===== src/rtl/alu_mc.sv =====
// Multi-cycle ALU: 16-op fsl map, registered {V,N,C,Z} status, valid/ready handshake.
// Build the iterative shift-add multiplier by defining ALU_MC_MUL_EN.
module alu_mc #(
    parameter int WIDTH     = 8,
    parameter int MUL_CNT_W = $clog2(WIDTH + 1)
) (
    input  logic             clk,
    input  logic             rst,
    input  logic             in_valid,
    output logic             in_ready,
    input  logic [3:0]       fsl,
    input  logic [WIDTH-1:0] A,
    input  logic [WIDTH-1:0] B,
    output logic             out_valid,
    input  logic             out_ready,
    output logic [WIDTH-1:0] result,
    output logic [WIDTH-1:0] mul_high,
    output logic [3:0]       SREG
);

    localparam int MSB = WIDTH - 1;

    typedef enum logic [1:0] {
        S_IDLE,
        S_MUL,
        S_DONE
    } state_e;

    typedef enum logic [3:0] {
        OP_ADD  = 4'h0, OP_SUB  = 4'h1, OP_ADDC = 4'h2, OP_SUBC = 4'h3,
        OP_XOR  = 4'h4, OP_AND  = 4'h5, OP_OR   = 4'h6, OP_NAND = 4'h7,
        OP_LSL  = 4'h8, OP_LSR  = 4'h9, OP_ASL  = 4'hA, OP_ASR  = 4'hB,
        OP_ROL  = 4'hC, OP_ROR  = 4'hD, OP_MUL  = 4'hE, OP_CMP  = 4'hF
    } op_e;

    state_e           r_state;
    state_e           w_state_nxt;
    logic [WIDTH-1:0] r_result;
    logic [WIDTH-1:0] r_mul_high;
    logic [3:0]       r_sreg;

    logic             w_accept;
    logic             w_is_mul;
    logic             w_mul_last;
    logic             w_cin;
    logic [WIDTH:0]   w_add;
    logic [WIDTH:0]   w_sub;
    logic [WIDTH-1:0] w_res;
    logic             w_c;
    logic             w_v;
    logic             w_keep;
    logic [3:0]       w_sreg;

    assign in_ready  = (r_state == S_IDLE);
    assign out_valid = (r_state == S_DONE);
    assign result    = r_result;
    assign mul_high  = r_mul_high;
    assign SREG      = r_sreg;
    assign w_accept  = in_valid && in_ready;

    // Single-cycle ops are evaluated straight from the inputs on the accept edge.
    always_comb begin
        w_cin  = ((fsl == OP_ADDC) || (fsl == OP_SUBC)) ? r_sreg[1] : 1'b0;
        w_add  = {1'b0, A} + {1'b0, B} + {{WIDTH{1'b0}}, w_cin};
        w_sub  = {1'b0, A} - {1'b0, B} - {{WIDTH{1'b0}}, w_cin};
        w_res  = '0;
        w_c    = 1'b0;
        w_v    = 1'b0;
        w_keep = 1'b0;
        case (op_e'(fsl))
            OP_ADD, OP_ADDC: begin
                w_res = w_add[WIDTH-1:0];
                w_c   = w_add[WIDTH];
                w_v   = (A[MSB] == B[MSB]) && (w_add[MSB] != A[MSB]);
            end
            OP_SUB, OP_SUBC, OP_CMP: begin
                w_res  = w_sub[WIDTH-1:0];
                w_c    = w_sub[WIDTH];
                w_v    = (A[MSB] != B[MSB]) && (w_sub[MSB] != A[MSB]);
                w_keep = (fsl == OP_CMP);
            end
            OP_XOR:  w_res = A ^ B;
            OP_AND:  w_res = A & B;
            OP_OR:   w_res = A | B;
            OP_NAND: w_res = ~(A & B);
            OP_LSL: begin
                w_res = {A[MSB-1:0], 1'b0};
                w_c   = A[MSB];
            end
            OP_LSR: begin
                w_res = {1'b0, A[MSB:1]};
                w_c   = A[0];
            end
            OP_ASL: begin
                w_res = {A[MSB-1:0], 1'b0};
                w_c   = A[MSB];
                w_v   = A[MSB] ^ A[MSB-1];
            end
            OP_ASR: begin
                w_res = {A[MSB], A[MSB:1]};
                w_c   = A[0];
            end
            OP_ROL: begin
                w_res = {A[MSB-1:0], A[MSB]};
                w_c   = A[MSB];
            end
            OP_ROR: begin
                w_res = {A[0], A[MSB:1]};
                w_c   = A[0];
            end
            OP_MUL:  w_res = '0;
        endcase
        w_sreg = {w_v, w_res[MSB], w_c, (w_res == '0)};
    end

`ifdef ALU_MC_MUL_EN
    logic [WIDTH-1:0]     r_ma;
    logic [WIDTH-1:0]     r_mhi;
    logic [WIDTH-1:0]     r_mlo;
    logic [MUL_CNT_W-1:0] r_cnt;
    logic [WIDTH:0]       w_mstep;
    logic [WIDTH-1:0]     w_mhi_nxt;
    logic [WIDTH-1:0]     w_mlo_nxt;

    // {hi,lo} starts as {0,B}; each step adds A into hi when lo[0] is set, then shifts right.
    always_comb begin
        w_mstep    = {1'b0, r_mhi} + (r_mlo[0] ? {1'b0, r_ma} : '0);
        w_mhi_nxt  = w_mstep[WIDTH:1];
        w_mlo_nxt  = {w_mstep[0], r_mlo[WIDTH-1:1]};
        w_mul_last = (r_cnt == MUL_CNT_W'(WIDTH - 1));
        w_is_mul   = (fsl == OP_MUL);
    end
`else
    assign w_is_mul   = 1'b0;
    assign w_mul_last = 1'b0;
`endif

    always_ff @(posedge clk or posedge rst) begin
        if (rst) begin
            r_state <= S_IDLE;
        end else begin
            r_state <= w_state_nxt;
        end
    end

    always_comb begin
        w_state_nxt = r_state;
        case (r_state)
            S_IDLE: if (w_accept) w_state_nxt = w_is_mul ? S_MUL : S_DONE;
            S_MUL:  if (w_mul_last) w_state_nxt = S_DONE;
            S_DONE: if (out_ready) w_state_nxt = S_IDLE;
            default: w_state_nxt = S_IDLE;
        endcase
    end

    always_ff @(posedge clk or posedge rst) begin
        if (rst) begin
            r_result   <= '0;
            r_mul_high <= '0;
            r_sreg     <= '0;
`ifdef ALU_MC_MUL_EN
            r_ma       <= '0;
            r_mhi      <= '0;
            r_mlo      <= '0;
            r_cnt      <= '0;
`endif
        end else begin
            if (w_accept && !w_is_mul) begin
                if (!w_keep) r_result <= w_res;
                r_mul_high <= '0;
                r_sreg     <= w_sreg;
            end
`ifdef ALU_MC_MUL_EN
            if (w_accept && w_is_mul) begin
                r_ma  <= A;
                r_mhi <= '0;
                r_mlo <= B;
                r_cnt <= '0;
            end
            if (r_state == S_MUL) begin
                r_mhi <= w_mhi_nxt;
                r_mlo <= w_mlo_nxt;
                r_cnt <= r_cnt + MUL_CNT_W'(1);
                if (w_mul_last) begin
                    r_result   <= w_mlo_nxt;
                    r_mul_high <= w_mhi_nxt;
                    r_sreg     <= {1'b0, w_mhi_nxt[MSB], (w_mhi_nxt != '0),
                                   ({w_mhi_nxt, w_mlo_nxt} == '0)};
                end
            end
`endif
        end
    end

endmodule


===== config.mk =====
export PLATFORM = sky130hd
export DESIGN_NAME = alu_mc
export DESIGN_NICKNAME = d
export VERILOG_FILES = /design/src/rtl/alu_mc.sv
export SDC_FILE = /design/constraint.sdc
export NUM_CORES = 1
export LEC_CHECK = 0
export BUFFER_PORTS_ARGS = -buffer_cell sky130_fd_sc_hd__buf_4
export CAP_MARGIN = 20
export CORE_ASPECT_RATIO = 1.4
export CORE_MARGIN = 8
export CORE_UTILIZATION = 30
export CTS_CLUSTER_DIAMETER = 60
export DETAILED_ROUTE_END_ITERATION = 10
export SLEW_MARGIN = 15
export SYNTH_ARGS = -nofsm -noshare
export SYNTH_HDL_FRONTEND = slang
export SYNTH_SLANG_ARGS = --single-unit

===== constraint.sdc =====
create_clock -name clk -period 2.5 [get_ports clk]
set_input_delay 0.25 -clock clk [delete_from_list [all_inputs] [get_ports clk]]
set_output_delay 0.25 -clock clk [all_outputs]
set_load 0.1 [all_outputs]

# --- Word level (Yosys, flattened, before mapping) ---
# Cells that the tools add are included.
word_totals:
  out_inout_bits: 22
  reg_bits: 14
  elab_cells: 59
  inputBits: 24
op_classes:
  muxes: 8
  addsub: 4
  n_eq_ne: 23
  reduce_logical: 14
  n_bitwise: 7
op_table:
  columns: ["cell", "n"]
  rows:
  - ["one-hot mux 8 bit (12 select lines)", 1]
  - ["== test 4 bit, second input constant", 8]
  - ["== test 4 x 3 -> 1 bit, second input constant", 4]
  - ["adder 8 x 8 -> 9 bit", 1]
  - ["adder 9 x 1 -> 9 bit", 1]
  - ["OR reduction 3 bit", 3]
  - ["subtractor 8 x 8 -> 9 bit", 1]
  - ["subtractor 9 x 1 -> 9 bit", 1]
  - ["bitwise AND 8 bit", 1]
  - ["== test 4 x 2 -> 1 bit, second input constant", 2]
  - ["logical NOT 8 bit", 1]
  - ["NOT 8 bit", 1]
  - ["OR 8 bit", 1]
  - ["XOR 8 bit", 1]
  - ["one-hot mux 2 bit (3 select lines)", 1]
  - ["== test 4 x 1 -> 1 bit, second input constant", 1]
  - ["logical NOT 4 bit", 1]
  - ["2-to-1 mux 2 bit", 2]
  - ["!= test 2 x 1 -> 1 bit, second input constant", 2]
  - ["one-hot mux 1 bit (4 select lines)", 1]
  - ["OR reduction 2 bit", 2]
  - ["logical AND 1 bit", 3]
  - ["!= test 1 bit", 3]
  - ["one-hot mux 1 bit (3 select lines)", 1]
  - ["10 further kinds", 12]

# --- Longest topological paths before layout ---
depth:
  word_depth: 7
  ltp_mapped: 13
  depth_no_buf: 12

# --- Worst setup path before layout ---
# No wires, ideal clock.
synth_path:
  kind: "register to register"
  from: "register r_sreg[1], in the netlist SREG[1]"
  to: "register r_sreg[0], in the netlist SREG[0]"
  t_required_ns: 2.434
  arrival_time_ns: 2.984
  stages_incl_launch_ff: 11
  setup_time_ns: 0.066
  synth_period_minus_slack_ns: 3.050
  slack_ns: -0.550
  path_buffers: 0
  cell_sequence: "dfrtp_1 nand3_1 fa_1 inv_1 ha_1 o211ai_1 a32oi_1 nand3b_1 o21ai_0 a221oi_2 a41o_1"
synth_between:
  elab_chain_len: 4
  elab_cells_between_ends: 5
  cone_classes: "add/sub: 2; mux: 2; reduce/logical: 1"
synth_rtl:
  columns: ["element", "line_no", "rtl"]
  rows:
  - ["start, declared", "40", "logic [3:0] r_sreg;"]
  - ["start signal, assigned", "171", "r_sreg <= w_sreg;"]
  - ["2-to-1 mux 1 bit *", "63", "w_cin = ((fsl == OP_ADDC) || (fsl == OP_SUBC)) ? r_sreg[1] : 1'b0;"]
  - ["subtractor 9 x 1 -> 9 bit / adder 9 x 1 -> 9 bit (equally long branches)", "65, 64", null]
  - ["one-hot mux 8 bit (12 select lines) *", "70", "case (op_e'(fsl))"]
  - ["logical NOT 8 bit *", "113", "w_sreg = {w_v, w_res[MSB], w_c, (w_res == '0)};"]
# Mark *: on every way between the ends. The rest lies on a longest branch, timed or not.
# A chain may end at the register's enable or synchronous reset.

# --- Worst setup path in the final report ---
# Same ends and word-level chain as after synthesis.

==> flow_summary.toml <==
[finish]
ff_latch_area_um2 = 329
antenna_cells = 0
finalNetCount = 404
mostFrequentLayoutCell = "sky130_fd_sc_hd__buf_4"
final-instance-count-excl-fill = 442
final_area_um2 = 2910
multi_input_gate_area_in_the_final_layout_um2 = 1810
areaGrowthSynthToFinish_pct = 27.3
layout.cells.most_common_list = "sky130_fd_sc_hd__buf_4, sky130_fd_sc_hd__inv_1, sky130_fd_sc_hd__ha_1, sky130_fd_sc_hd__nand2_1, sky130_fd_sc_hd__o21ai_0"
post_route_cells_drive_above_1_share_pct = 28.4
count_of_fill_cells_added_during_filler_insertion = 784

[placed_design]
placement.setup.worst_slack_ns = -0.222
detailedPlacementHpwl_mm = 5.80
numPlacedInstances = 434
io_buffers = 37
postPlaceCellArea_um2 = 2790
gpl.final_weighted_congestion = 0.918

[clocking]
clock_tree_from_tritoncts = "yes"
ctsRootBufferMaster = "sky130_fd_sc_hd__clkbuf_8"
insertion_delay_to_the_later_sink_of_the_worst_skew_pair_ns = 0.24
cts_hold_buffers = 0
h-tree-depth = 1
number_of_clock_sinks = 13
clk_pin_slew_worst_paths_ns = 0.05
clock_path_buffers = 2
cts-buffers-inserted = 3

[routing]
antenna_violating_nets_post_route = 0
detailed_route_drc_error_count = 0
drt-pass1-iter-count = 4
vias_per_cell = 5.21
num_vias = 2301
first_iteration_detailed_routing_drc_count = 130
wl_per_cell_um = 16.1
finalWirelength_mm = 7.11

[floorplan]
floorplan.die.width_um = 89.8
height_of_the_die_um = 119
die_footprint_um2 = 10700
io_pins = 46
fp.coreArea_um2 = 7360
effective_utilization_at_floorplan_pct = 31.1
std_cell_rows = 37

[grt]
grt_pass1_vias = 2312
grt_overflow_total = 0
grt_pass1_wl_mm = 11.5
grt_start_max_net_pins = 31
number_of_antenna_violations_at_the_first_check_in_global_routing = 0
grt_util_all_layers_pct = 13.0

[worst_setup_path]
slowest_stage = "sky130_fd_sc_hd__dfrtp_4"
worst_path_largest_cell_delay_ns = 0.49
worstPathCellList = "nand3_4 > inv_1 > fa_2 > inv_2 > buf_4 > ha_1 > o21ai_0 > a32oi_2 > buf_4 > o21ai_1 > a221oi_2 > a41o_1"
timing.critical_path.arrival_ns = 2.76
critPathMostFrequentCell = "sky130_fd_sc_hd__buf_4"
critical_path.top_delay_family = "compound AO/OA/AOI/OAI gates"
critPathKind = "reg2reg"
startpoint_type = "flip-flop"
cp_num_buf_inv = 4
critical_path_peak_fanout = 3
crit_required_ns = 2.67
critical_path.endpoint_type = "flip-flop"

[synthesis]
synth_top_area_share_pct = 16.4
synthCells = 290
syn-mean-instance-area_um2 = 7.90
share_of_synthesized_registers_carrying_an_async_set_or_reset_pct = 100
synth_warnings = 0
synth_seq_cells = 13
cell_type_with_the_highest_aggregate_area_in_the_netlist = "sky130_fd_sc_hd__ha_1"
syn_area_um2 = 2290
synth.yosys.seq_area_share_pct = 14.2
synth_enable_flop_cells = 0
synth_flop_cell = "sky130_fd_sc_hd__dfrtp_1"
yosys.cell_types.count = 59
synth.top_cells.by_area = "sky130_fd_sc_hd__ha_1, sky130_fd_sc_hd__dfrtp_1, sky130_fd_sc_hd__inv_1"

[timing]
slew_viol_final = 0
achievable-frequency_ghz = 0.387
fin_worst_skew_ns = 0.00615
grt_setup_unrepaired = "yes"
setup_ws_ns = -0.0845
final_critical_path_share_of_the_clock_period_pct = 103
finalCriticalPeriod_ns = 2.58
report.final.setup_viol = 4
final-hold-violation-count = 0

[pwr]
power_per_cell_area_nw_per_um2 = 551
total_leakage_power_nw = 1.37
ir_drop_uv = 429
finalPower_mw = 1.60

[status]
violations = "setup timing"
run_status = "complete, but fails checks"

[run]
cap_violations = 0

[worst_hold_path]
hold_path_class = "in2async"
==> layout make-up <==
class | instances | share of cell area (%)
inverters | 33 | 4.25
clock buffers | 4 | 1.55
multi-input cells | 230 | 62.0
flip-flops and latches | 13 | 11.3
well taps | 97 | 4.16
repair buffers | 65 | 16.7
==> path summary, 6_finish.rpt <==
kind	slack, ns	end	from	cells after the start
setup / recovery	-0.08	SREG[0]	SREG[1]	12
hold / removal	0.03	result[5]	rst	2
setup reg to reg	-0.08	SREG[0]	SREG[1]	12
hold reg to reg	0.48	result[5]	result[5]	2
max in group asynchronous	2.11	SREG[1]	rst	2
min in group clk	0.19	r_state[1]	out_ready	2
==> registers in the layout, summed over array words and instances (netlist names) <==
signal	count
r_state	1
result	8
SREG	4
==> cells by family (layout without fill, tap and decap cells) <==
kind of cell | count (synthesis) | after routing | synth area share [%]
AO/OA/AOI/OAI | 90 | 90 | 28.3
AND/OR/NAND/NOR | 75 | 75 | 16.8
buffers and inverters | 54 | 102 | 11.1
adder cells (fa/ha/maj) | 34 | 34 | 19.9
XOR/XNOR | 13 | 13 | 4.97
flip-flops | 13 | 13 | 14.2
multiplexers | 10 | 10 | 4.54
other | 1 | 8 | 0.164
==> worst register-to-register path, stage by stage (launching register included) <==
cell	delay, ns
sky130_fd_sc_hd__dfrtp_4	0.49
sky130_fd_sc_hd__nand3_4	0.07
sky130_fd_sc_hd__inv_1	0.05
sky130_fd_sc_hd__fa_2	0.33
sky130_fd_sc_hd__inv_2	0.08
sky130_fd_sc_hd__buf_4	0.10
sky130_fd_sc_hd__ha_1	0.15
sky130_fd_sc_hd__o21ai_0	0.17
sky130_fd_sc_hd__a32oi_2	0.30
sky130_fd_sc_hd__buf_4	0.16
sky130_fd_sc_hd__o21ai_1	0.06
sky130_fd_sc_hd__a221oi_2	0.34
sky130_fd_sc_hd__a41o_1	0.22
==> stage by stage <==
step | utilization [%] | setup TNS (ns) | hold slack (ns)
2_1_floorplan | - | -0.248 | 0.127
3_3_place_gp | 37.9 | -0.716 | 0.300
3_5_place_dp | 37.9 | -0.723 | 0.299
4_1_cts | 39.1 | -0.103 | 0.0439
5_1_grt | 39.6 | -0.693 | 0.0734
6_report | 39.6 | -0.173 | 0.0295
==> cells in the mapped netlist (2+ instances only) <==
cell                        instances
sky130_fd_sc_hd__inv_1             33
sky130_fd_sc_hd__ha_1              30
sky130_fd_sc_hd__nand2_1           24
sky130_fd_sc_hd__o21ai_0           23
sky130_fd_sc_hd__dfrtp_1           13
sky130_fd_sc_hd__nor2_1            12
sky130_fd_sc_hd__a21oi_1           11
sky130_fd_sc_hd__buf_2             11
sky130_fd_sc_hd__buf_4             10
sky130_fd_sc_hd__mux2i_1            7
sky130_fd_sc_hd__nand3_1            7
sky130_fd_sc_hd__nor3_1             7
sky130_fd_sc_hd__xor2_1             7
sky130_fd_sc_hd__xnor2_1            6
sky130_fd_sc_hd__a31oi_1            5
sky130_fd_sc_hd__nor2b_1            5
sky130_fd_sc_hd__o21a_1             5
sky130_fd_sc_hd__fa_1               4
sky130_fd_sc_hd__nand2b_1           4
sky130_fd_sc_hd__o211ai_1           4
sky130_fd_sc_hd__o31ai_1            4
sky130_fd_sc_hd__a22oi_1            3
sky130_fd_sc_hd__a32o_1             3
sky130_fd_sc_hd__a32oi_1            3
sky130_fd_sc_hd__mux2_2             3
sky130_fd_sc_hd__nand3b_1           3
sky130_fd_sc_hd__a211oi_1           2
sky130_fd_sc_hd__a21bo_2            2
sky130_fd_sc_hd__a21oi_2            2
sky130_fd_sc_hd__a22o_1             2
sky130_fd_sc_hd__a2bb2oi_1          2
sky130_fd_sc_hd__and2_1             2
sky130_fd_sc_hd__and3_1             2
sky130_fd_sc_hd__and4b_1            2
sky130_fd_sc_hd__o2111ai_1          2
sky130_fd_sc_hd__o21ai_1            2
==> repair_timing <==
action                     4_1_cts  5_1_grt
buffers inserted                 2        2
setup endpoints to repair        3        8
hold endpoints to repair         0        0
pin swaps                        8        6
gates resized for setup          8        7
==> power breakdown <==
group	switching (mW)	total, mW	internal [mW]
registers	0.0282	0.293	0.264
clock network	0.0665	0.178	0.112
logic	0.789	1.13	0.345
total	0.884	1.60	0.721
==> metal layers <==
| layer | up-vias | GRT usage, % | share of wire, % |
|---|---|---|---|
| met5 | - | 0 | 0 |
| met4 | 0 | 5.95 | 3.4 |
| met3 | 16 | 2.20 | 5.4 |
| met2 | 73 | 24.0 | 52 |
| met1 | 1081 | 14.2 | 39 |
| li1 | 1131 | - | - |
Power figures use the tool's default switching activity.
